`src/rtl/instruction_loader.sv`:
```
// rtl/instruction_loader.sv - operator-driven instruction memory loader
//
// Captures switch values into consecutive instruction-memory words, one per
// load-button press, tracks the fill level and hands off to execution mode on
// the run button.
//
// Ports:
//   clk       in   system clock
//   rst       in   synchronous active-high reset
//   load_btn  in   debounced load button (level)
//   run_btn   in   debounced run button (level)
//   sw        in   [DATA_W-1:0] instruction value from switches
//   im_we     out  IM write strobe, one cycle per stored instruction
//   im_waddr  out  [ADDR_W-1:0] IM write address
//   im_wdata  out  [DATA_W-1:0] IM write data (captured switch value)
//   count     out  [ADDR_W:0] instructions stored, 0..DEPTH
//   full      out  count == DEPTH
//   overflow  out  sticky: load attempted while full
//   run_mode  out  loading finished, program executing

module instruction_loader #(
  parameter int DATA_W = 12,
  parameter int DEPTH  = 8,
  parameter int ADDR_W = 3
) (
  input  logic              clk,
  input  logic              rst,
  input  logic              load_btn,
  input  logic              run_btn,
  input  logic [DATA_W-1:0] sw,
  output logic              im_we,
  output logic [ADDR_W-1:0] im_waddr,
  output logic [DATA_W-1:0] im_wdata,
  output logic [ADDR_W:0]   count,
  output logic              full,
  output logic              overflow,
  output logic              run_mode
);

  typedef enum logic [1:0] {
    S_LOAD  = 2'd0,
    S_WRITE = 2'd1,
    S_FULL  = 2'd2,
    S_RUN   = 2'd3
  } state_t;

  // count value at which the store in progress fills the memory
  localparam logic [ADDR_W:0] LAST_COUNT = (ADDR_W+1)'(DEPTH - 1);

  state_t            state, next_state;
  logic              load_prev, run_prev;
  logic              load_rise, run_rise;
  logic [ADDR_W-1:0] wr_ptr;
  logic              im_we_r;
  logic              capture;
  logic              set_ovf;

  assign load_rise = load_btn & ~load_prev;
  assign run_rise  = run_btn  & ~run_prev;

  // The strobe is registered, but a reset landing on the WRITE cycle must
  // kill that write, so it is masked by rst on the way out.
  assign im_we = im_we_r & ~rst;

  always_comb begin
    next_state = state;
    capture    = 1'b0;
    set_ovf    = 1'b0;
    case (state)
      S_LOAD: begin
        // run wins over a simultaneous load; run with nothing stored is ignored
        if (run_rise && (count != '0)) begin
          next_state = S_RUN;
        end else if (load_rise) begin
          next_state = S_WRITE;
          capture    = 1'b1;
        end
      end
      S_WRITE: begin
        // edges seen in this cycle are consumed by the _prev registers and lost
        next_state = (count == LAST_COUNT) ? S_FULL : S_LOAD;
      end
      S_FULL: begin
        if (run_rise) begin
          next_state = S_RUN;
        end else if (load_rise) begin
          set_ovf = 1'b1;
        end
      end
      S_RUN: begin
        next_state = S_RUN;
      end
      default: begin
        next_state = S_LOAD;
      end
    endcase
  end

  always_ff @(posedge clk) begin
    if (rst) begin
      state     <= S_LOAD;
      // held high through reset so a button already down gives no edge
      load_prev <= 1'b1;
      run_prev  <= 1'b1;
      wr_ptr    <= '0;
      count     <= '0;
      im_we_r   <= 1'b0;
      im_waddr  <= '0;
      im_wdata  <= '0;
      full      <= 1'b0;
      overflow  <= 1'b0;
      run_mode  <= 1'b0;
    end else begin
      state     <= next_state;
      load_prev <= load_btn;
      run_prev  <= run_btn;
      im_we_r   <= (next_state == S_WRITE);
      run_mode  <= (next_state == S_RUN);
      if (capture) begin
        im_wdata <= sw;
        im_waddr <= wr_ptr;
      end
      if (state == S_WRITE) begin
        wr_ptr <= wr_ptr + 1'b1;
        count  <= count + 1'b1;
        full   <= (count == LAST_COUNT);
      end
      if (set_ovf) begin
        overflow <= 1'b1;
      end
    end
  end

endmodule
```
`config.mk`:
```
export PLATFORM = sky130hd
export DESIGN_NAME = instruction_loader
export DESIGN_NICKNAME = d
export VERILOG_FILES = /design/src/rtl/instruction_loader.sv
export SDC_FILE = /design/constraint.sdc
export NUM_CORES = 1
export LEC_CHECK = 0
export ABC_CLOCK_PERIOD_IN_PS = 2000
export BUFFER_PORTS_ARGS = -buffer_cell sky130_fd_sc_hd__buf_2
export CORE_MARGIN = 3
export CORE_UTILIZATION = 40
export CTS_CLUSTER_DIAMETER = 30
export DETAILED_ROUTE_END_ITERATION = 12
export GPL_ROUTABILITY_DRIVEN = 0
export PLACE_DENSITY = 0.67
export SLEW_MARGIN = 20
export SYNTH_ARGS = -nofsm -noshare
export SYNTH_HDL_FRONTEND = slang
export SYNTH_SLANG_ARGS = --single-unit
```
`constraint.sdc`:
```
create_clock -name clk -period 2 [get_ports clk]
set_clock_uncertainty 0.1 [all_clocks]
set_input_delay 0.2 -clock clk [delete_from_list [all_inputs] [get_ports clk]]
set_output_delay 0.2 -clock clk [all_outputs]
set_load 0.03 [all_outputs]
```
### Word-level counts from Yosys, hierarchy flattened

Index checks and enable logic that the tools add are counted.

| word-level totals | value |
|---|---|
| output and inout port bits | 23 |
| word-level logic and storage cells | 38 |
| bits in registers | 30 |

| operators by class | value |
|---|---|
| multiplexer cells | 10 |
| bitwise logic cells | 6 |
| reduce and logical (&&, ||, !) cells | 3 |
| equal/unequal tests | 6 |
| add/sub/neg operators | 2 |

Operators with widths:

| kind | count |
|---|---|
| $mux 2 | 4 |
| $pmux 2 s4 | 1 |
| $eq 2x2->1 const B | 3 |
| $mux 1 | 5 |
| $add 4x1->4 const B | 1 |
| $eq 2x1->1 const B | 2 |
| $eq 4x3->1 const B | 1 |
| $reduce_bool 4->1 | 1 |
| $add 3x1->3 const B | 1 |
| $and 1x1->1 | 3 |
| $not 1->1 | 3 |
| $logic_not 2->1 | 1 |
| $logic_and 1x1->1 | 1 |

### Depth between registers and ports, before layout

Gate-level depths: netlist of run 1.

| logic depth | value |
|---|---|
| word-level depth | 6 |
| depth in mapped cells | 6 |

### Least setup slack after synthesis of run 1

OpenSTA, ideal clock, no wires.

| timing | value |
|---|---|
| path type | register to register |
| from | reg count[0] |
| to | reg im_waddr[0] |
| setup time | 72 ps |
| arrival | 2036 ps |
| required time | 1828 ps |
| cell stages (with the launch flop) | 7 |
| path buffers | 1 |
| slack | -208 ps |
| cells stage by stage | dfxtp_1 inv_1 ha_1 or3b_4 a2111oi_4 buf_6 mux2i_1 |

| on the way | value |
|---|---|
| longest elaborated chain between the ends | 4 |

Ends and longest elaborated chain:

| element | line | source |
|---|---|---|
| start: declaration | 34 | `output logic [ADDR_W:0] count,` |
| start signal: assignment | 125 | `count <= count + 1'b1;` |
| $reduce_bool 4->1 | 72 | `if (run_rise && (count != '0)) begin` |
| $logic_and 1x1->1 | 72 |  |
| $mux 1 | 72 |  |
| $mux 1 | 69 | `case (state)` |
| end signal: assignment | 121 | `im_waddr <= wr_ptr;` |
| end: declaration | 32 | `output logic [ADDR_W-1:0] im_waddr,` |

No other way between the ends.
A chain may end at the register's enable or synchronous reset.

### Worst setup path after layout of run 1

| timing | value |
|---|---|
| from | reg count[0] |
| to | reg im_wdata[1] |

| on the way | value |
|---|---|
| longest elaborated chain between the ends | 4 |

Ends and longest elaborated chain:

| element | line | source |
|---|---|---|
| $reduce_bool 4->1 | 72 |  |
| $logic_and 1x1->1 | 72 |  |
| $mux 1 | 72 |  |
| $mux 1 | 69 |  |
| end signal: assignment | 120 | `im_wdata <= sw;` |
| end: declaration | 33 | `output logic [DATA_W-1:0] im_wdata,` |

No other way between the ends.

==> out/metrics.cfg, run 1 <==
[setup_path]
crit_required_ns = 2.14
cpMaxStageDelayCell = or3b_4
cp_top_family = simple AND/OR/NAND/NOR gates
r2r_slack_ns = 0.11
criticalPathCategory = register to register
arrival_ns = 2.04
slowest_delay_ns = 0.40
path_max_fanout = 15
endpoint_kind = register
cp-start-kind = register
cp_cell_sequence = inv_2 > ha_1 > or3b_4 > a2111oi_4 > buf_12 > mux2i_1
path_buf_inv = 2

[global_routing]
grt_antenna_before_repair = 0
grt_max_degree = 47
grt_usage = 0.148
grt_pass1_wl_um = 4650
grt_pass1_vias = 1057
grt_remaining_overflow = 0

[synthesis]
ys_seq_area_frac = 0.450
synth_edf_count = 0
ys_seq_elements = 30
syn-num-nets = 157
netlist.top_cell.by_area = dfxtp_1
syn_avg_cell_area_um2 = 9.67
synth_area_um2 = 1340
synth-main-ff-cell = dfxtp_1
netlist.area_leader.share = 0.450
ys_types = 28
yosysWarnings = 0
synth_cells = 138
async_flop_share = 0
yosys-top-cells-area = dfxtp_1 45%, nand2b_1 15%, mux2i_1 11%

[placed_design]
post-place-ws_ns = 0.112
port_buffers = 38
dpl_cell_area_um2 = 1570
hpwl_um = 1820
placed_cells = 212

[finish]
final_cells = 221
ff_latch_area_um2 = 608
syn2layout_area_growth_pct = 22.2
fin_util = 0.522
final_area_um2 = 1630
multiInputGateArea_um2 = 682
nets = 196
fill_cells = 309
final_common_cell = buf_2
layout_common_cells = 38 x buf_2, 33 x nand2b_1, 28 x dfxtp_1
diodes = 0
drive_above_1_share = 0.299

[sta]
fin_setup_tns_ns = 0
max_slew_margin = 0.616
final-max-slew-violation-count = 0
whs_ns = 0.0411
worst_pin_slew_ns = 0.576
worst_slack_ns = 0.106
setup_violations = 0
hold_violations = 0
fmax_ghz = 0.528
fin_crit_ns = 1.89
period_share = 0.947
rsz0062_at_grt = false

[cts]
htree_levels = 2
cts_buffers = 5
clk_latency_ns = 0.31
ctsResizeCount = 0
numClockSinks = 30
root_buffer = clkbuf_4
clockBufferDepth = 2
clk_transition_reported_paths_ns = 0.09
cts_tree = done

[routing]
routedWlPerCell_um = 11.6
dr_total_vias = 1040
wl_um = 2570
drt_pass1_iterations = 4
viasPerCell = 4.71
drc = 0
ant_nets = 0
dr.first_iter.drc_count = 37

[power]
p_total_mw = 1.06
vdd_drop_max_mv = 0.260
power_leakage_nw = 0.671
p_per_area_nw_per_um2 = 651

[run_status]
outcome = completed

[die]
core-area_um2 = 3130
rows = 20
dieHeight_um = 63.8
fp.dieW_um = 63.8
die_area_um2 = 4070
initial_core_util = 0.427
io-pin-count = 39

[run]
drv_cap = 0

[hold_path]
hp-class = primary input to register

-- path summary, 6_finish.rpt --
check | start | end | cells after the start
max | count[0] | im_wdata[1] | 6
min | sw[7] | im_wdata[7] | 3
max reg2reg | count[0] | im_wdata[1] | 6
min reg2reg | full | full | 2
-- state kept, by name (all words and copies together) (netlist names) --
register	cells
full	1
state	2
load_prev	1
run_mode	1
wr_ptr	3
im_we_r	1
im_waddr	3
im_wdata	12
run_prev	1
overflow	1
count	4
-- where the power goes --
part	switching, mW	internal (mW)
Combinational	0.0660	0.0556
Sequential	0.0107	0.610
Clock	0.186	0.132
Total	0.263	0.798
-- cell usage after synthesis (all sizes together) (2+ instances only) --
cell type  count
nand2          7
nor3b          2
mux2i         15
nor3           2
nand2b        33
or2            2
clkbuf         8
nor2b          3
a21oi          6
xor2           2
ha             3
nand3          2
inv            3
nor2           6
dfxtp         30
nand3b         2
-- worst register-to-register path, delay by kind of cell, from the launching register on --
family,cells,cell delay (ns)
muxes,1,0.20
DFF,1,0.37
AOI/OAI and AO/OA,1,0.36
buffers and inverters,2,0.27
adders and majority gates,1,0.12
and+or+nand+nor,1,0.40
-- area by class of cell --
class | count | share of cell area
repair buffers | 41 | 0.141
clock buffers | 7 | 0.0276
well taps | 44 | 0.0337
flip-flops and latches | 30 | 0.373
inverters | 3 | 0.00690
multi-input cells | 96 | 0.418
-- cells by family after synthesis --
logic type      count (synthesis)  synth area share
fa+ha+maj                       3            0.0281
xor+xnor                        3            0.0197
simple gates                   63             0.280
buf+inv                        12            0.0394
mux                            15             0.112
flops                          30             0.450
compound gates                 12            0.0703
-- metal layers --
layer | track usage | up-vias | share of wire
li1 | - | 532 | -
met1 | 0.163 | 473 | 0.42
met2 | 0.241 | 33 | 0.49
met3 | 0.0791 | 2 | 0.080
met4 | 0.0485 | 0 | 0.0093
met5 | 0 | - | 0
-- what timing repair did --
| action | CTS | global route |
|---|---|---|
| setup buffers | 0 | 0 |
| endpoints found under the hold margin | 2 | 0 |
| hold buffers | 2 | 0 |
(Power assumes the default switching activity.)
==> inputs of run 2 (changes only) <==
--- a/config.mk
+++ b/config.mk
@@ -6,13 +6,13 @@
 export NUM_CORES = 1
 export LEC_CHECK = 0
 export ABC_CLOCK_PERIOD_IN_PS = 2000
-export BUFFER_PORTS_ARGS = -buffer_cell sky130_fd_sc_hd__buf_2
 export CORE_MARGIN = 3
 export CORE_UTILIZATION = 40
 export CTS_CLUSTER_DIAMETER = 30
 export DETAILED_ROUTE_END_ITERATION = 12
+export DONT_BUFFER_PORTS = 1
 export GPL_ROUTABILITY_DRIVEN = 0
-export PLACE_DENSITY = 0.67
+export PLACE_DENSITY = 0.56
 export SLEW_MARGIN = 20
 export SYNTH_ARGS = -nofsm -noshare
 export SYNTH_HDL_FRONTEND = slang
==> run 2 against run 1 <==
Via count decreased by 6.2%. Non-clock buffer count decreased by 20. Sequential share of layout area decreased by 0.28 points. Sequential power increased by 3%. Global-route usage decreased by 0.87 points. Clock power increased by 28%. First-iteration DRC count decreased by 5.4%. Critical path type unchanged. Count of clock-buffer cells in the layout increased by 1. Core utilization increased by 0.40 points. Wire length decreased by 0.97%.
==> out/metrics.cfg, run 2 (synthesized netlist as in run 1, its figures left out) <==
[setup_path]
crit_required_ns = 2.15  ; about the same
endpoint_kind = register
cp_cell_sequence = inv_2 > ha_1 > or3b_4 > a2111oi_4 > buf_12 > mux2i_1
path_max_fanout = 15  ; unchanged
arrival_ns = 2.03  ; about the same
cp-start-kind = register
cpMaxStageDelayCell = or3b_4
slowest_delay_ns = 0.41  ; about the same
criticalPathCategory = register to register

[global_routing]
grt_max_degree = 46  ; -2.1%
grt_antenna_before_repair = 0  ; unchanged
busiest_layer = met2
grt_pass1_vias = 1008  ; -4.6%
met2_usage = 0.239  ; -0.00261
met1_usage = 0.137  ; -0.0266
grt_pass1_wl_um = 4370  ; -5.9%
globalRouteMet3Util = 0.0580  ; -0.0211
grt_usage = 0.139  ; -0.00869
grt_remaining_overflow = 0  ; unchanged

[finish]
nets = 176  ; -10%
diodes = 0  ; unchanged
layout_common_cells = 33 x nand2b_1, 28 x dfxtp_1, 15 x mux2i_1
final_cells = 202  ; -8.6%
syn2layout_area_growth_pct = 23.1
final_common_cell = nand2b_1
final_area_um2 = 1640  ; +0.77%
largest_register = im_wdata
drive_above_1_share = 0.139  ; -0.160
largestRegisters = im_wdata: 12 flops, count: 4 flops
largest_register_ff_count = 12  ; unchanged
fill_cells = 283  ; -8.4%

[power]
pwr-share-seq = 0.555  ; -0.030
power_leakage_nw = 0.584  ; -13%
swShare = 0.232  ; -0.0155
p_sw_mw = 0.268  ; +1.8%
power.share.clock = 0.355  ; +0.055
p_per_area_nw_per_um2 = 701  ; +7.8%
p_comb_frac = 0.090  ; -0.025
internal-power_mw = 0.885  ; +11%
vdd_drop_max_mv = 0.291  ; +12%

[cts]
clk_latency_ns = 0.32  ; about the same
clockBufferDepth = 2  ; unchanged
hold_buffers = 15  ; +13
numClockSinks = 30  ; unchanged
cts_setup_buffers = 0  ; unchanged
clk_transition_reported_paths_ns = 0.09  ; about the same
root_buffer = clkbuf_4
ctsResizeCount = 0  ; unchanged
htree_levels = 2  ; unchanged
cts_buffers = 5  ; unchanged
cts_tree = done

[die]
fp.dieW_um = 63.8  ; unchanged
dieHeight_um = 63.8  ; unchanged
rows = 20  ; unchanged
initial_core_util = 0.427  ; unchanged
io-pin-count = 39  ; unchanged
core-area_um2 = 3130  ; unchanged
die_area_um2 = 4070  ; unchanged

[sta]
hold_violations = 0  ; unchanged
worst_pin_slew_ns = 0.575  ; -0.00152 ns
fin_setup_tns_ns = 0  ; unchanged
final-max-slew-violation-count = 0  ; unchanged
fmax_ghz = 0.534  ; +1.2%
rsz0062_at_grt = false
setup_violations = 0  ; unchanged
fin_crit_ns = 1.87  ; -0.0225 ns
period_share = 0.936  ; -0.0112
max_slew_margin = 0.616  ; about the same

[routing]
dr_total_vias = 976  ; -6.2%
viasPerCell = 4.83  ; +2.7%
wl_um = 2550  ; -0.97%
routedWlPerCell_um = 12.6  ; +8.3%
drc = 0  ; unchanged
dr.first_iter.drc_count = 35  ; -5.4%
ant_nets = 0  ; unchanged
drt_pass1_iterations = 2  ; -2

[run_status]
outcome = completed

[placed_design]
hpwl_um = 1700  ; -6.7%
port_buffers = 0  ; -100%
dpl_cell_area_um2 = 1410  ; -9.7%
placed_cells = 179  ; -16%

[hold_path]
hp-class = primary input to register

[run]
drv_cap = 0  ; unchanged

==> run 2: path summary, 6_finish.rpt <==
check	start	end	slack [ns]	cells past startpoint
worst max-delay path	count[0]	im_wdata[10]	0.13	6
worst min-delay path	rst	count[0]	0.03	2
worst max register to register	count[0]	im_wdata[10]	0.13	6
worst min register to register	wr_ptr[1]	wr_ptr[1]	0.38	2
==> run 2: area by class of cell <==
cell class                 instances  area [um2]  area share
tap                               44        55.1      0.0335
clock buffer                       8        70.1      0.0426
multi-input combinational         96         682       0.415
inverter                           3        11.3     0.00685
sequential                        30         608       0.370
timing repair buffer              21         218       0.132
==> run 2: per-layer routing <==
layer  part of all wire  routed length, um
met1               0.42               1060
met2               0.49               1240
met3              0.079                201
met4              0.019                 48
met5                  0                  0
==> run 2: power groups by stage <==
stage               Sequential, mW  Clock, mW  Combinational (mW)
global route                 0.643      0.449               0.115
global placement             0.655          0              0.0667
detailed placement           0.655          0              0.0684
finish                       0.640      0.409               0.104
floorplan                    0.653          0              0.0653
CTS                          0.641      0.427               0.104
==> run 2: critical path: cells and delay by family (launching register included) <==
| family | cells | cell delay [ns] |
|---|---|---|
| flip-flops | 1 | 0.35 |
| adder cells (fa/ha/maj) | 1 | 0.12 |
| multiplexers | 1 | 0.20 |
| AND/OR/NAND/NOR | 1 | 0.41 |
| buffers and inverters | 2 | 0.26 |
| AO/OA/AOI/OAI | 1 | 0.36 |
==> run 2: per-stage QoR <==
stage / setup WS (ns) / power (mW) / utilization / hold slack [ns]
3_5_place_dp: 0.140 / 0.723 / 0.452 / 0.173
6_report: 0.128 / 1.15 / 0.526 / 0.0314
5_1_grt: 0.0167 / 1.21 / 0.526 / 0.0383
3_3_place_gp: 0.170 / 0.721 / 0.452 / 0.168
4_1_cts: 0.123 / 1.17 / 0.526 / 0.0243
2_1_floorplan: -0.0476 / 0.718 / - / 0.207
